## src/rtl/axis_pkt_fifo.sv

```systemverilog
// ----------------------------------------------------------------------------
// axis_pkt_fifo
//   Single-clock AXI4-Stream FIFO with first-word fall-through output,
//   optional store-and-forward packet mode, fill level, complete-packet count
//   and an almost-full flag.
//
// Parameters
//   WIDTH         TDATA width in bits
//   DEPTH         number of entries (power of 2, >= 2)
//   PKT_MODE      0 = cut-through, 1 = store-and-forward
//   AFULL_THRESH  almost_full asserts when level >= AFULL_THRESH
//
// Ports
//   clk, rstn                       clock (posedge), async active-low reset
//   S_AXIS_TDATA/TLAST/TVALID       write side inputs
//   S_AXIS_TREADY                   registered "not full" towards producer
//   M_AXIS_TDATA/TLAST/TVALID       head-of-FIFO word towards consumer
//   M_AXIS_TREADY                   consumer accepts head word
//   level                           words stored (0..DEPTH)
//   pkt_count                       stored words carrying TLAST
//   almost_full                     level >= AFULL_THRESH
// ----------------------------------------------------------------------------
module axis_pkt_fifo #(
    parameter int WIDTH        = 8,
    parameter int DEPTH        = 16,
    parameter int PKT_MODE     = 0,
    parameter int AFULL_THRESH = 12
) (
    input  logic                     clk,
    input  logic                     rstn,
    input  logic [WIDTH-1:0]         S_AXIS_TDATA,
    input  logic                     S_AXIS_TLAST,
    input  logic                     S_AXIS_TVALID,
    output logic                     S_AXIS_TREADY,
    output logic [WIDTH-1:0]         M_AXIS_TDATA,
    output logic                     M_AXIS_TLAST,
    output logic                     M_AXIS_TVALID,
    input  logic                     M_AXIS_TREADY,
    output logic [$clog2(DEPTH):0]   level,
    output logic [$clog2(DEPTH):0]   pkt_count,
    output logic                     almost_full
);

    localparam int          AW      = $clog2(DEPTH);
    localparam logic [AW:0] ONE     = (AW+1)'(1);
    localparam logic [AW:0] AFULL_L = (AW+1)'(AFULL_THRESH);

    logic [WIDTH:0] mem_q [DEPTH];

    logic [AW:0]    wr_ptr_q, wr_ptr_d;
    logic [AW:0]    rd_ptr_q, rd_ptr_d;
    logic [AW:0]    pkt_cnt_q, pkt_cnt_d;
    logic           drain_q, drain_d;
    logic           s_tready_q, s_tready_d;

    logic           wr_fire, rd_fire;
    logic           full;
    logic           m_tvalid;
    logic [WIDTH:0] head;
    logic [AW:0]    level_c;

    // Head entry is read combinationally so a word written at one edge is
    // presented on M_AXIS immediately after it.
    always_comb begin
        head     = mem_q[rd_ptr_q[AW-1:0]];
        level_c  = wr_ptr_q - rd_ptr_q;
        full     = (wr_ptr_q[AW-1:0] == rd_ptr_q[AW-1:0]) &&
                   (wr_ptr_q[AW] != rd_ptr_q[AW]);
        if (PKT_MODE == 0) begin
            m_tvalid = (level_c != '0);
        end else begin
            m_tvalid = (level_c != '0) && ((pkt_cnt_q != '0) || drain_q);
        end
        wr_fire  = S_AXIS_TVALID && s_tready_q;
        rd_fire  = m_tvalid && M_AXIS_TREADY;
    end

    always_comb begin
        wr_ptr_d  = wr_ptr_q;
        rd_ptr_d  = rd_ptr_q;
        pkt_cnt_d = pkt_cnt_q;
        drain_d   = drain_q;

        if (wr_fire) begin
            wr_ptr_d = wr_ptr_q + ONE;
        end
        if (rd_fire) begin
            rd_ptr_d = rd_ptr_q + ONE;
        end

        unique case ({wr_fire && S_AXIS_TLAST, rd_fire && head[WIDTH]})
            2'b10:   pkt_cnt_d = pkt_cnt_q + ONE;
            2'b01:   pkt_cnt_d = pkt_cnt_q - ONE;
            default: pkt_cnt_d = pkt_cnt_q;
        endcase

        // A full FIFO holding no complete packet can never finish one on its
        // own; release the partial packet cut-through until its TLAST leaves.
        if (rd_fire && head[WIDTH]) begin
            drain_d = 1'b0;
        end
        if (full && (pkt_cnt_q == '0)) begin
            drain_d = 1'b1;
        end

        // Ready is a register: it looks at the post-edge pointers so it never
        // depends combinationally on M_AXIS_TREADY.
        s_tready_d = !((wr_ptr_d[AW-1:0] == rd_ptr_d[AW-1:0]) &&
                       (wr_ptr_d[AW] != rd_ptr_d[AW]));
    end

    always_ff @(posedge clk or negedge rstn) begin
        if (!rstn) begin
            wr_ptr_q   <= '0;
            rd_ptr_q   <= '0;
            pkt_cnt_q  <= '0;
            drain_q    <= 1'b0;
            s_tready_q <= 1'b0;
        end else begin
            wr_ptr_q   <= wr_ptr_d;
            rd_ptr_q   <= rd_ptr_d;
            pkt_cnt_q  <= pkt_cnt_d;
            drain_q    <= drain_d;
            s_tready_q <= s_tready_d;
        end
    end

    // Storage is intentionally not reset.
    always_ff @(posedge clk) begin
        if (wr_fire) begin
            mem_q[wr_ptr_q[AW-1:0]] <= {S_AXIS_TLAST, S_AXIS_TDATA};
        end
    end

    always_comb begin
        S_AXIS_TREADY = s_tready_q;
        M_AXIS_TVALID = m_tvalid;
        M_AXIS_TDATA  = head[WIDTH-1:0];
        M_AXIS_TLAST  = head[WIDTH];
        level         = level_c;
        pkt_count     = pkt_cnt_q;
        almost_full   = (level_c >= AFULL_L);
    end

endmodule

```

## config.mk

```make
export PLATFORM = sky130hd
export DESIGN_NAME = axis_pkt_fifo
export DESIGN_NICKNAME = d
export VERILOG_FILES = /design/src/rtl/axis_pkt_fifo.sv
export SDC_FILE = /design/constraint.sdc
export NUM_CORES = 1
export LEC_CHECK = 0
export ABC_AREA = 0
export BUFFER_PORTS_ARGS = -buffer_cell sky130_fd_sc_hd__buf_2
export CORE_ASPECT_RATIO = 0.9
export CORE_MARGIN = 2
export CORE_UTILIZATION = 50
export CTS_CLUSTER_DIAMETER = 50
export DETAILED_ROUTE_END_ITERATION = 8
export PLACE_DENSITY_LB_ADDON = 0.3
export SLEW_MARGIN = 20
export SYNTH_ARGS = -nofsm -noshare
export SYNTH_HDL_FRONTEND = slang
export SYNTH_SLANG_ARGS = --single-unit
```

## constraint.sdc

```tcl
create_clock -name clk -period 9.4 [get_ports clk]
set_input_delay 2.35 -clock clk [delete_from_list [all_inputs] [get_ports clk]]
set_output_delay 2.35 -clock clk [all_outputs]
set_load 0.05 [all_outputs]
```

# Word level (Yosys, flattened, before mapping)
# Memory sizes are Yosys's and may differ from the RTL's.
# Index checks and enable logic that the tools add are counted.
# word_totals
reg_bits	16
ram_bits	144
inputBits	13
out_inout_bits	22
wordCells	28
memories	1
# mem_list
name	depth	word_bits	read_ports	rd_clocked_by_memory_dff	wr	line_no	source
mem_q	16	9	1	0	1	48	logic [WIDTH:0] mem_q [DEPTH];
# op_classes
add_sub_neg	5
order_cmp	1
eq_ne	4
n_mux	5
n_reduce_logical	8
# op_table
operator	n
adder 5 x 1 -> 5 bit (second input constant)	3
two-way mux 5 bit	2
one-hot mux 5 bit (2 select lines)	1
>= comparator 5 x 4 -> 1 bit (second input constant)	1
logical AND 1 bit	5
nonzero test 5 bit	1
subtractor 5 x 1 -> 5 bit (second input constant)	1
subtractor 5 bit	1
== test 4 bit	1
== test 2 x 1 -> 1 bit (second input constant)	1
== test 2 bit (second input constant)	1
two-way mux 1 bit	2
nonzero test 2 bit	1
logical NOT 1 bit	1
inequality test 1 bit	1

# Depth between registers and ports, before layout
# logic_depth
word_depth	7
depth_mapped	18
depth_no_buf	18

# Worst setup path before layout
# No wires, ideal clock.
# synth_path
path_type	reg2out
start	reg rd_ptr_q[1]
end	out almost_full
arrival_ps	2839
required_ps	7050
setup_slack_ps	4211
path_stages_with_launch	9
n_path_buf	2
cell_sequence	dfrtp_1 > buf_2 > buf_2 > inv_1 > ha_1 > nand2b_1 > a21oi_1 > xor2_1 > a21o_1
# synth_between
elab_chain_cells	2
# synth_lines
element	line_no	source
from (decl)	51	logic [AW:0] rd_ptr_q, rd_ptr_d;
from (signal assigned)	121	rd_ptr_q <= rd_ptr_d;
subtractor 5 bit	66	level_c = wr_ptr_q - rd_ptr_q;
via level[3]	39	output logic [$clog2(DEPTH):0] level,
>= comparator 5 x 4 -> 1 bit	142	almost_full = (level_c >= AFULL_L);
to (decl)	41	output logic almost_full
# The timed path passes the listed nets, and every way through them passes these cells.

# Worst setup path after layout
# layout_path
start	reg rd_ptr_q[1]
end	out M_AXIS_TVALID
# layout_between
elab_chain_cells	2
# layout_lines
element	line_no	source
subtractor 5 bit	66	
nonzero test 5 bit	--	
to (decl)	37	output logic M_AXIS_TVALID,
# Every way passes these cells.

==> flow_summary.yaml <==
status:
  outcome: "finished, final reports clean"
clock_tree:
  numCtsBuffers: 17
  insertion_delay_ps: 420
  post_cts_resized: 0
  cts_max_level: 4
  cts_setup_buffers: 0
  cts_hold_buf: 0
  clk_pin_slew_worst_paths_ps: 60
  tritoncts: "built"
  cts_buffer_depth: 2
  clock-root-buffer: "clkbuf_16"
  cts_sinks: 160
critical_path:
  ff2ff_path_depth: 16
  worstSetupStartpointType: "flip-flop"
  critPathBufInv: 2
  crit_slowest_cell: "dfrtp_2"
  path_cells: "inv_1, fa_1, xor2_1, nor3_1, o21ai_1, or2_2, buf_2"
  worstPathRequired_ps: 7050
  critPathTopFamily: "flip-flops"
  cp_max_fo: 42
  crit_arrival_ps: 3180
  worst_path_largest_cell_delay_ps: 1040
  worstSetupPathType: "reg2out"
  path_depth: 7
  cp-end-kind: "output port"
placed_design:
  hpwl_um: 7629
  place_congestion: 0.8036
  portBuffers: 34
sta:
  timing.final.crit_share_pct: 58.81
  worstMarginPinSlew_ps: 1037
  whs_ps: 467.6
  skew_ps: 6.228
  fmax_ghz: 0.1809
  period_minus_slack_ps: 5528
  setup_violations: 0
  slew_violations: 0
  worst_slew_margin_rel_pct: 30.89
  tns_ps: 0
  grt_setup_unrepaired: "no"
  hold_viol_final: 0
synthesis:
  ys_top_cells_by_area: "edfxtp_1, mux4_2, dfrtp_1, ha_1, xnor2_1"
  yosys_warnings: 0
  syn_nets: 363
  syn_avg_cell_area_um2: 19.97
  synthCells: 335
  synth_xor_area_share_pct: 3.740
  synth_compound_area_share_pct: 1.720
  postSynthRegisterBits: 160
  synth_mux_area_share_pct: 15.59
  synth_adder_area_share_pct: 3.029
  synth_top_area_cell: "edfxtp_1"
  yosysTopAreaCellShare_pct: 64.62
  synth-simple-area-share_pct: 3.534
  mappedNetlistArea_mm2: 0.006691
  yosysSeqAreaShare_pct: 70.61
  synth_top_family_by_area: "multiplexers"
  synth.distinct_cells: 34
routing:
  drcViolationCount: 0
  wl_per_cell_um: 22.68
  finalWirelength_um: 12680
  drtIter0Drc: 321
  ant_nets: 0
  dr.pass1.iters: 4
  routed-via-count: 3232
  viasPerCell: 5.782
grt:
  antenna_found_initial: 1
  grt_max_degree: 43
  gr-total-overflow: 0
  grt_pass1_wl_um: 19750
  grt_usage_pct: 19.19
  grt_pass1_vias: 3352
die:
  die_w_um: 125.9
  io_pins: 35
  start_util_pct: 50.64
  core_area_mm2: 0.01321
  die_h_um: 113.7
  rows: 40
  fp.dieArea_mm2: 0.01433
layout:
  areaGrowthSynthToFinish_pct: 13.20
  fin_nets: 405
  fin_util_pct: 57.33
  fillers: 994
  multi_input_area_mm2: 0.001848
  drive_gt1_share_pct: 28.21
  ff_latch_area_mm2: 0.004727
flow_run:
  maxCapViolCount: 0
min_path:
  hold_depth: 1
  hold_path.class: "reg2reg"
-- Yosys cell counts --
cell type	instances
fa_1	2
o21ai_1	2
o211ai_1	2
nand2b_1	1
nor3b_1	1
and3_1	8
inv_1	11
clkbuf_1	4
o2111ai_1	1
mux4_2	43
o21ai_0	4
xor2_1	11
a21o_1	3
nor3_1	3
or2_2	1
buf_2	2
mux2_1	1
nand2_1	4
dfrtp_1	16
nor2b_1	1
edfxtp_1	144
xnor2_1	15
a31oi_1	1
buf_6	4
a22oi_1	1
a21oi_1	5
and2_1	12
ha_1	13
nand3_1	5
xnor3_1	1
mux4_1	2
nor2_1	8
buf_1	2
mux2_2	1
-- stage by stage --
step	instance area, um^2	setup slack (ps)	instances
final	7575	3872	559
after global routing	7572	3709	558
after CTS	7572	3835	558
after detailed placement	7004	4289	526
after global placement	7004	4309	526
after floorplan	6691	4211	335
-- final cells by class --
class	instances	area share, %
Sequential cell	160	62.41
Multi-Input combinational cell	152	24.40
Clock buffer	18	5.666
Tap cell	168	2.775
Timing Repair Buffer	35	2.346
Clock inverter	14	1.833
Inverter	11	0.5451
Antenna cell	1	0.03304
-- worst paths after layout --
path / start / slack [ps] / to
hold / removal: pkt_count[4]$_DFFE_PN0P_ / 470 / pkt_count[4]$_DFFE_PN0P_
max in group asynchronous: rstn / 7270 / rd_ptr_q[0]$_DFF_PN0_
min in group asynchronous: rstn / 1830 / rd_ptr_q[4]$_DFF_PN0_
hold reg to reg: pkt_count[4]$_DFFE_PN0P_ / 470 / pkt_count[4]$_DFFE_PN0P_
setup / recovery: rd_ptr_q[1]$_DFF_PN0_ / 3870 / M_AXIS_TVALID
setup reg to reg: rd_ptr_q[1]$_DFF_PN0_ / 5230 / pkt_count[4]$_DFFE_PN0P_
-- state kept, by name, indices dropped and copies added, names as in the netlist --
register	flops
S_AXIS_TREADY	1
mem_q	144
pkt_count	5
rd_ptr_q	5
wr_ptr_q	5
-- worst reg2reg max path, delay by kind of cell (launching register included) --
| kind | cells | cell delay [ps] |
|---|---|---|
| buf+inv | 3 | 390 |
| xor+xnor | 3 | 490 |
| simple gates | 4 | 710 |
| flops | 1 | 1040 |
| compound gates | 3 | 480 |
| fa+ha+maj | 3 | 950 |
-- metal layers --
layer	GRT usage, %	vias up	share of wire (%)
met5	0	-	0
met4	6.813	0	1.4
met3	4.737	15	7.1
met2	31.43	98	52
met1	25.53	1691	40
li1	-	1428	-
-- cells by family (layout without fill, tap and decap cells) --
group           count (synthesis)  in the layout
xor+xnor                       27             27
other cells                     0              1
fa+ha+maj                      15             15
compound gates                 19             19
buf+inv                        23             78
simple gates                   44             44
flops                         160            160
mux                            47             47
-- placed cells by master (no fill, tap or decap), types with 3 or more instances in the layout --
cell,n
a21o_1,3
a21oi_1,5
and2_1,12
and3_1,8
buf_2,34
clkbuf_16,17
clkinv_1,3
clkinv_2,4
dfrtp_1,14
edfxtp_1,144
ha_1,13
inv_1,11
mux4_2,43
nand2_1,4
nand3_1,5
nor2_1,8
nor3_1,3
o21ai_0,4
xnor2_1,15
xor2_1,11
Power is left out: the tool's default activity adds up to more than one toggle a clock period on the data nets, which glitch-free logic cannot reach.
